`src/rtl/if_fetch_unit.sv`:
```
// if_fetch_unit: instruction-fetch stage of the stalling pipelined CPU.
// It generates the fetch PC and drives a req/ack instruction-memory port.
// Fetched words go into a 2-entry queue, and the queue head feeds the IF/ID registers.
// A redirect resolved in ID flushes the queue and restarts fetch at the new target.
// Optional feature: define IF_FETCH_PERF_EN to add the perf_fetch_cnt/perf_flush_cnt counters.
module if_fetch_unit #(
  parameter logic [31:0] RESET_PC = 32'h0000_0000,
  parameter logic [31:0] PC_INC   = 32'd4
) (
  input  logic        clk,
  input  logic        clrn,
  input  logic        stall,
  input  logic        redirect,
  input  logic [31:0] redirect_pc,
  output logic        imem_req,
  output logic [31:0] imem_addr,
  input  logic        imem_ack,
  input  logic [31:0] imem_rdata,
  output logic [31:0] inst_out,
  output logic [31:0] pc_out,
  output logic        inst_valid
`ifdef IF_FETCH_PERF_EN
  ,
  output logic [31:0] perf_fetch_cnt,
  output logic [31:0] perf_flush_cnt
`endif
);

  typedef enum logic [1:0] {
    IDLE  = 2'd0,
    FETCH = 2'd1,
    FLUSH = 2'd2
  } state_e;

  state_e      state_q, state_d;
  logic [31:0] fetch_pc_q, fetch_pc_d;
  logic [31:0] flush_addr_q, flush_addr_d;
  logic [31:0] qpc_q   [2];
  logic [31:0] qinst_q [2];
  logic        head_q, head_d;
  logic [1:0]  count_q, count_d;
  logic        push, pop, tail;
  logic [31:0] redirect_tgt;

  // The redirect target is forced word aligned, and a redirect empties the queue.
  // Pushes come only from a non-discarded ack, and a pop needs a valid head that is not stalled.
  always_comb begin
    redirect_tgt = redirect_pc & 32'hFFFF_FFFC;
    push         = (state_q == FETCH) && imem_ack && !redirect;
    pop          = (count_q != 2'd0) && !stall && !redirect;
    tail         = head_q ^ count_q[0];
    count_d      = count_q;
    head_d       = head_q;
    if (redirect) begin
      count_d = 2'd0;
    end else begin
      count_d = count_q + {1'b0, push} - {1'b0, pop};
      if (pop) begin
        head_d = ~head_q;
      end
    end
  end

  // Fetch FSM next state. A request is launched only while a queue slot is still free after
  // this cycle, so the single outstanding word always has room to land.
  always_comb begin
    state_d      = state_q;
    fetch_pc_d   = fetch_pc_q;
    flush_addr_d = flush_addr_q;
    case (state_q)
      IDLE: begin
        if (redirect) begin
          fetch_pc_d = redirect_tgt;
          state_d    = FETCH;
        end else if (count_d <= 2'd1) begin
          state_d = FETCH;
        end
      end
      FETCH: begin
        if (imem_ack && redirect) begin
          fetch_pc_d = redirect_tgt;
          state_d    = FETCH;
        end else if (imem_ack) begin
          fetch_pc_d = fetch_pc_q + PC_INC;
          state_d    = (count_d <= 2'd1) ? FETCH : IDLE;
        end else if (redirect) begin
          fetch_pc_d   = redirect_tgt;
          flush_addr_d = fetch_pc_q;
          state_d      = FLUSH;
        end
      end
      FLUSH: begin
        if (redirect) begin
          fetch_pc_d = redirect_tgt;
        end
        if (imem_ack) begin
          state_d = FETCH;
        end
      end
      default: begin
        state_d = IDLE;
      end
    endcase
  end

  // Control registers: FSM state, fetch PC, the address held during a flush, and the queue pointers.
  always_ff @(posedge clk or negedge clrn) begin
    if (!clrn) begin
      state_q      <= IDLE;
      fetch_pc_q   <= RESET_PC;
      flush_addr_q <= RESET_PC;
      head_q       <= 1'b0;
      count_q      <= 2'd0;
    end else begin
      state_q      <= state_d;
      fetch_pc_q   <= fetch_pc_d;
      flush_addr_q <= flush_addr_d;
      head_q       <= head_d;
      count_q      <= count_d;
    end
  end

  // Queue storage: each accepted word is written at the tail together with its PC.
  always_ff @(posedge clk or negedge clrn) begin
    if (!clrn) begin
      for (int i = 0; i < 2; i++) begin
        qpc_q[i]   <= 32'd0;
        qinst_q[i] <= 32'd0;
      end
    end else if (push) begin
      qpc_q[tail]   <= fetch_pc_q;
      qinst_q[tail] <= imem_rdata;
    end
  end

  // Outputs come straight from registers: the request depends only on state, and the head
  // entry feeds IF/ID with no combinational path from stall.
  always_comb begin
    imem_req   = (state_q != IDLE);
    imem_addr  = (state_q == FLUSH) ? flush_addr_q : fetch_pc_q;
    inst_out   = qinst_q[head_q];
    pc_out     = qpc_q[head_q];
    inst_valid = (count_q != 2'd0);
  end

`ifdef IF_FETCH_PERF_EN
  logic [31:0] perf_fetch_q, perf_flush_q;

  // Counts accepted (non-discarded) fetches and the cycles that carry a redirect.
  always_ff @(posedge clk or negedge clrn) begin
    if (!clrn) begin
      perf_fetch_q <= 32'd0;
      perf_flush_q <= 32'd0;
    end else begin
      if (push) begin
        perf_fetch_q <= perf_fetch_q + 32'd1;
      end
      if (redirect) begin
        perf_flush_q <= perf_flush_q + 32'd1;
      end
    end
  end

  // Drives the counter values onto the output ports.
  always_comb begin
    perf_fetch_cnt = perf_fetch_q;
    perf_flush_cnt = perf_flush_q;
  end
`endif

endmodule

```
`config.mk`:
```
export PLATFORM = sky130hd
export DESIGN_NAME = if_fetch_unit
export DESIGN_NICKNAME = d
export VERILOG_FILES = /design/src/rtl/if_fetch_unit.sv
export SDC_FILE = /design/constraint.sdc
export NUM_CORES = 1
export LEC_CHECK = 0
export BUFFER_PORTS_ARGS = -buffer_cell sky130_fd_sc_hd__buf_4
export CAP_MARGIN = 10
export CORE_UTILIZATION = 45
export DETAILED_ROUTE_END_ITERATION = 6
export PLACE_DENSITY = 0.65
export SLEW_MARGIN = 10
export SYNTH_ARGS = -nofsm -noshare
export SYNTH_HDL_FRONTEND = slang
export SYNTH_SLANG_ARGS = --single-unit
```
`constraint.sdc`:
```
create_clock -name clk -period 4.2 [get_ports clk]
set_input_delay 0.21 -clock clk [delete_from_list [all_inputs] [get_ports clk]]
set_output_delay 0.21 -clock clk [all_outputs]
set_load 0.05 [all_outputs]
```
==> results of run 1 <==
cell usage in the layout (no fill, tap or decap), drive strengths merged, types with 2 or more instances in the layout:
cell           n
mux2         253
dfrtp        197
buf          170
nand2         33
o21ai         26
clkbuf        20
dlygate4sd3   16
nand4         13
inv           12
a21oi         11
nand3         11
nor2          11
a22oi          9
nor3           8
xor2           7
and3           7
and4           6
a31oi          6
clkinv         6
and2           5
a221o          5
o211ai         5
xnor2          3
or3            3
o311ai         3
ha             3
nor3b          3
or2            2
nor2b          2
a21o           2
mux2i          2
clkinvlp       2
cells in the mapped netlist, types with 2 or more instances:
library cell / count
a22oi_1: 9
buf_1: 2
ha_1: 3
and2_1: 5
and3_1: 7
buf_6: 7
nand3_1: 10
mux2_1: 13
o211ai_1: 5
or3_1: 3
buf_4: 10
xnor2_1: 3
mux2_2: 240
nor2b_1: 2
nor2_1: 9
mux2i_1: 2
o21ai_0: 25
nand2_1: 33
inv_1: 7
a31oi_1: 6
o311ai_0: 3
nor3_1: 8
and4_1: 6
xor2_1: 7
a221o_1: 5
nand4_1: 13
or2_2: 2
buf_2: 19
nor3b_1: 2
a21o_1: 2
a21oi_1: 11
dfrtp_1: 197
clkbuf_1: 16
power by group:
part | leakage [uW] | total (uW) | switching (uW) | internal, uW
Clock | 0.000286 | 1630 | 760 | 870
Sequential | 0.00240 | 3350 | 605 | 2740
Combinational | 0.00244 | 5220 | 3160 | 2050
per-stage QoR:
step	power [uW]	worst slack (ns)
final	10200	1.36
after global routing	10700	1.21
after CTS	10300	1.33
after detailed placement	8610	1.37
after global placement	8420	1.44
after floorplan	7210	2.05
worst paths after layout:
| kind | start | to | slack (ns) | cells after the start |
|---|---|---|---|---|
| hold reg to reg | qpc_q[28] | qpc_q[28] | 0.48 | 1 |
| setup / recovery | state_q[1] | qpc_q[26] | 1.36 | 7 |
| setup reg to reg | state_q[1] | qpc_q[26] | 1.36 | 7 |
| max in group asynchronous | clrn | fetch_pc_q[30] | 2.69 | 3 |
| hold / removal | imem_rdata[30] | qinst_q[30] | 0.01 | 2 |
| min in group asynchronous | clrn | qinst_q[4] | 0.48 | 2 |
sequential cells by signal, indices dropped and copies added (netlist names):
signal	flops
count_q	2
fetch_pc_q	32
flush_addr_q	32
head_q	1
qinst_q	64
qpc_q	64
state_q	2
area by class of cell:
type	count	area [sq um]
Fill cell	1692	8820
Multi-Input combinational cell	450	4100
Inverter	8	32.5
Timing Repair Buffer	187	1480
Tap cell	270	338
Clock inverter	13	140
Clock buffer	19	453
Sequential cell	197	4930
metal layers:
layer	share of wire	global-route usage	routed length, microns
met3	0.048	0.0394	1040
met1	0.45	0.276	9740
met2	0.49	0.355	10800
met4	0.013	0.0677	274
met5	0	0	0
logic make-up after synthesis:
logic type | Yosys count
AOI/OAI and AO/OA | 75
and+or+nand+nor | 107
adders and majority gates | 3
muxes | 255
buffers and inverters | 63
DFF | 197
xor gates and xnor gates | 10
timing repair:
item,CTS,global route
setup buffers,0,0
endpoints found under the setup margin,0,0
endpoints found under the hold margin,17,0
hold buffers,16,0
==> summary.txt, run 1 <==
Synth
  – Ys flop type: dfrtp_1
  – Compound-gate portion of the synthesized area: 0.0517
  – Top area cells in the synthesized netlist: dfrtp_1 53%, mux2_2 29%, mux2_1 1.6%, o21ai_0 1.3%, nand2_1 1.3%
  – Register bit total from synthesis: 197
  – Largest area contributor in the netlist: dfrtp_1
  – Share of the yosys chip area belonging to registers: 0.526
  – Simple logic cell fraction of the synthesized area: 0.0651
  – YS warnings: 0
  – Netlist cell types: 51
  – Mapped Cells: 710
  – Yosys top cell area share: 0.526
  – Synthesized cell area: 0.00937 sq mm
  – Synth Area in Adders: 0.00400
  – Post-synthesis mux area share: 0.306
  – Ys async rst share: 1.00
  – Main combinational cell family by area after synthesis: multiplexers
  – Mean Syn Cell Area: 13.2 sq um
  – Post-synth EDFFs: 0
  – Syn_nets: 782
  – XOR/XNOR share of the synthesized area: 0.00934

Critical path
  – Crit. End Element: flop
  – WP data arrival: 3.15 ns
  – CP Max Fanout: 35
  – CP Cell Sequence: nor3b_2 -> and2_1 -> buf_4 -> inv_4 -> nor2_8 -> buf_4 -> mux2_2
  – CP max stage delay: 0.62 ns
  – Crit Path Category: flop to flop
  – Worst Setup Start Kind: flop
  – Critical path's slowest cell: nor2_8
  – Crit-path leading delay family: simple AND/OR/NAND/NOR gates
  – Worst Path Required: 4.51 ns
  – CP bufs+invs: 3
  – Cell mode on critical path: buf_4

Global routing
  – Largest net degree at the start of global routing: 129
  – GRT overflow: 0
  – Antenna violations before repair: 0
  – First-pass GRT wire length: 35600 microns
  – Vias in the first global route: 6611
  – GRT Overall Usage: 0.211

Power
  – Peak VDD IR: 487 uV
  – Cell Pwr Density: 888 mW/mm^2
  – Leak: 0.00513 uW

Route
  – Total routed wirelength: 21800 microns
  – Wire per inst: 19.1 microns
  – ANT nets after route: 0
  – Vias: 6330
  – Via/cell ratio: 5.53
  – # DRC: 0
  – Initial DRC Count: 364
  – DR pass1 iterations: 5

Timing
  – Final Hold Vio Count: 0
  – Final Skew: 0.00841 ns
  – Fin Setup TNS: 0 ns
  – Worst-Margin Slew: 1.06 ns
  – RSZ-0062 raised after global routing: no
  – Max-Slew Margin vs Limit: 0.297
  – Hold slack: 0.0138 ns
  – Setup violations, final: 0
  – Tcrit/Tclk final: 0.677
  – Max Clock Freq: 352 MHz
  – Slew Limit Fails: 0
  – Tmin final: 2.84 ns

Final layout
  – Design Area, Final: 0.0115 sq mm
  – Post-Layout Cell Count: 1144
  – Final Net Count: 933
  – Inserted Diodes: 0
  – Layout cell share with drive strength beyond 1: 0.521
  – Syn-to-layout area delta: 22.5%
  – Final Util: 0.566

Run
  – Max-cap viol count: 0

Placement
  – Port bufs: 164
  – DP HPWL: 13900 microns
  – DP Cell Count: 1095
  – Routability congestion estimate: 0.778
  – DP Area: 0.0107 sq mm

Clocking
  – CTS tree: built
  – Worst-Skew Late Latency: 0.43 ns
  – Resized Gates After CTS: 0
  – Clock Sinks: 197
  – H-tree depth: 4
  – CTS root buf: clkbuf_16
  – CTS clock-pin slew for the worst setup and hold paths: 0.07 ns
  – Cts bufs inserted: 17
  – Maximum clock insertion buffer count: 2

Floorplanning
  – Die W: 146 microns
  – Die area: 0.0214 sq mm
  – Num ports: 167
  – Core Box Area: 0.0203 sq mm
  – Site Rows: 52
  – Initial Utilization: 0.462
  – Die height: 146 microns

Worst hold path
  – Hold WC Path Type: input port to flop

Run status
  – Status: completed
Power figures use the tool's default switching activity.
==> inputs of run 2 (changes only) <==
--- a/config.mk
+++ b/config.mk
@@ -9,7 +9,7 @@
 export CAP_MARGIN = 10
 export CORE_UTILIZATION = 45
 export DETAILED_ROUTE_END_ITERATION = 6
-export PLACE_DENSITY = 0.65
+export PLACE_DENSITY = 0.67
 export SLEW_MARGIN = 10
 export SYNTH_ARGS = -nofsm -noshare
 export SYNTH_HDL_FRONTEND = slang
==> constraint.sdc (replaced) <==
create_clock -name clk -period 2.5 [get_ports clk]
set_input_delay 0.125 -clock clk [delete_from_list [all_inputs] [get_ports clk]]
set_output_delay 0.125 -clock clk [all_outputs]
set_load 0.05 [all_outputs]
==> run 2 against run 1 <==
Non-clock buffer count up 65. Clock skew about the same. Global-route usage up 0.22 points. Sequential cell count unchanged. Power up 72%. Die area unchanged. Setup slack worse by 1.1 ns. Routed wire length up 1.6%. Clock power up 82%. Design area up 5.9%. Critical path depth down 1. Sequential power up 67%. Critical path type unchanged. Critical endpoint is now fetch_pc_q[24]. Largest power group unchanged.
==> summary.txt, run 2 (synthesis gave the netlist of run 1 again) <==
Floorplanning
  – Die height: 146 microns (unchanged)
  – Num ports: 167 (unchanged)
  – Die area: 0.0214 sq mm (unchanged)
  – Site Rows: 52 (unchanged)
  – Die W: 146 microns (unchanged)
  – Initial Utilization: 0.462 (unchanged)
  – Core Box Area: 0.0203 sq mm (unchanged)

Final layout
  – Register area: 0.00493 sq mm (about the same)
  – Largest registers: qinst_q (64), qpc_q (64)
  – Final Util: 0.599 (+0.0331)
  – Commonest non-fill, non-tap cell in the layout: mux2_2
  – Layout cell share with drive strength beyond 1: 0.504 (-0.0163)
  – Multi-input gate area in the final layout: 0.00410 sq mm (about the same)
  – Final Net Count: 998 (+7.0%)
  – Design Area, Final: 0.0122 sq mm (+5.9%)
  – Syn-to-layout area delta: 29.7%
  – Inserted Diodes: 0 (unchanged)
  – Most frequent cells in the layout: 240 x mux2_2, 196 x dfrtp_1, 185 x buf_4, 61 x dlygate4sd3_1, 33 x nand2_1
  – Number of fill cells: 1622 (-4.1%)

Power
  – Peak VDD IR: 705 uV (+45%)
  – Int Pwr: 9960 uW (+76%)
  – Clock power share: 0.169 (+0.009)
  – Leak: 0.00546 uW (+6.3%)
  – Cell Pwr Density: 1440 mW/mm^2 (+62%)
  – Sw frac: 0.432 (-0.0127)
  – Logic gate share of total power: 0.513 (about the same)
  – NetSw: 7570 uW (+67%)
  – Sequential power share: 0.318 (-0.010)

Timing
  – Final Skew: 0.00803 ns (-0.000387 ns)
  – Fin Setup TNS: 0 ns (unchanged)
  – RSZ-0062 raised after global routing: no
  – Slew Limit Fails: 0 (unchanged)
  – Setup violations, final: 0 (unchanged)
  – Max Clock Freq: 454 MHz (+29%)
  – Worst-Margin Slew: 0.839 ns (-0.216 ns)
  – Max-Slew Margin vs Limit: 0.440 (+0.144)
  – Final Hold Vio Count: 0 (unchanged)
  – Tcrit/Tclk final: 0.881 (+0.205)
  – Tmin final: 2.20 ns (-0.638 ns)
  – Hold slack: 0.0148 ns (+0.000967 ns)
  – Final setup margin: 0.296 ns (-1.06 ns)

Route
  – # DRC: 0 (unchanged)
  – Vias: 6488 (+2.5%)
  – Wire per inst: 18.4 microns (-3.8%)
  – Initial DRC Count: 250 (-31%)
  – Total routed wirelength: 22200 microns (+1.6%)
  – DR pass1 iterations: 4 (-1)
  – Via/cell ratio: 5.37 (-2.9%)
  – ANT nets after route: 0 (unchanged)

Critical path
  – CP max stage delay: 0.66 ns (+0.04 ns)
  – Worst r2r src: state_q[0]
  – Crit-path leading delay family: simple AND/OR/NAND/NOR gates
  – CP Cell Sequence: and2_1 -> buf_4 -> nor2_2 -> buf_4 -> nand2_1 -> o311ai_0
  – Critical path's slowest cell: nor2_2
  – Worst Reg-to-Reg Cells: 6 (-1)
  – Worst Path Required: 2.80 ns (-1.71 ns)
  – Crit Path Category: flop to flop
  – Worst Setup Start Kind: flop
  – WP data arrival: 2.50 ns (-0.65 ns)
  – Cell mode on critical path: buf_4
  – CP Max Fanout: 20 (-43%)
  – CP bufs+invs: 2 (-1)
  – FF-to-FF End: fetch_pc_q[24]
  – Crit. End Element: flop
  – Flop-to-flop setup slack: 0.30 ns (-1.06 ns)

Placement
  – Port bufs: 164 (unchanged)
  – Routability congestion estimate: 0.788 (+1.2%)
  – DP Area: 0.0109 sq mm (+1.9%)
  – Place WS: 0.288 ns (-1.08 ns)
  – DP HPWL: 14600 microns (+5.0%)

Clocking
  – Worst-Skew Late Latency: 0.43 ns (about the same)
  – Resized Gates After CTS: 0 (unchanged)
  – H-tree depth: 4 (unchanged)
  – CTS root buf: clkbuf_16
  – CTS clock-pin slew for the worst setup and hold paths: 0.07 ns (about the same)
  – CTS tree: built
  – Maximum clock insertion buffer count: 2 (unchanged)
  – Clock Sinks: 197 (unchanged)
  – Cts bufs inserted: 17 (unchanged)

Worst hold path
  – Hold Path Stages: 3 (+1)
  – WHS Endpoint: head_q
  – Hold WC Path Type: input port to flop
  – Worst Hold Launch: stall

Global routing
  – Vias in the first global route: 6862 (+3.8%)
  – GRT overflow: 0 (unchanged)
  – GRT Overall Usage: 0.213 (+0.00215)
  – Largest net degree at the start of global routing: 66 (-49%)
  – First-pass GRT wire length: 36400 microns (+2.1%)
  – Antenna violations before repair: 0 (unchanged)

Run status
  – Status: completed

Run
  – Max-cap viol count: 0 (unchanged)
[run 2: cell types whose count changed in the layout (fill, tap and decap cells not counted), moves of 2 or more]
cell,change
inv_8,-2
buf_4,+17
dlygate4sd3_1,+45
buf_12,+4
bufinv_16,+3
clkinv_4,-4
[run 2: worst max path at each step]
stage | cells after the start | slack, ns | end | from
5_1_grt | 6 | 0.11 | fetch_pc_q[24] | state_q[0]
6_report | 6 | 0.30 | fetch_pc_q[24] | state_q[0]
3_3_place_gp | 6 | 0.40 | fetch_pc_q[22] | state_q[0]
2_1_floorplan | 11 | 0.35 | state_q[0] | state_q[1]
3_5_place_dp | 6 | 0.29 | fetch_pc_q[24] | state_q[0]
4_1_cts | 6 | 0.27 | fetch_pc_q[24] | state_q[0]
[run 2: worst reg2reg max path, cell delays in order, from the launching register on]
cell and delay (ns):
dfrtp_1 0.50, and2_1 0.26, buf_4 0.19, nor2_2 0.66, buf_4 0.30, nand2_1 0.07, o311ai_0 0.09
[run 2: repair_timing]
item                      CTS  global route
buffers inserted            0             0
hold endpoints to repair  144             0
hold buffers               61             0
[run 2: stage by stage]
stage	std cells	total power, uW
floorplan	710	12100
global placement	1116	14300
detailed placement	1116	14600
CTS	1208	17700
global route	1208	18400
finish	1208	17500
[run 2: power by group through the flow]
stage                     Clock [uW]  Combinational [uW]  Sequential [uW]
after floorplan                    0                6930             5180
after global placement             0                8800             5490
after detailed placement           0                8930             5630
after CTS                       3030                9060             5570
after global routing            3170                9430             5790
final                           2960                8990             5580
[run 2: layer usage]
layer  global-route usage  routed length [microns]
met5                    0                        0
met4               0.0583                      312
met3               0.0381                     1020
met2                0.352                    10900
met1                0.290                    10000
[run 2: cell type report]
cell class / instances / area share
clock buffer: 21 / 0.0387
inverter: 8 / 0.00268
tap: 270 / 0.0278
sequential: 197 / 0.406
timing repair buffer: 252 / 0.174
clock inverter: 10 / 0.0140
multi-input combinational: 450 / 0.337
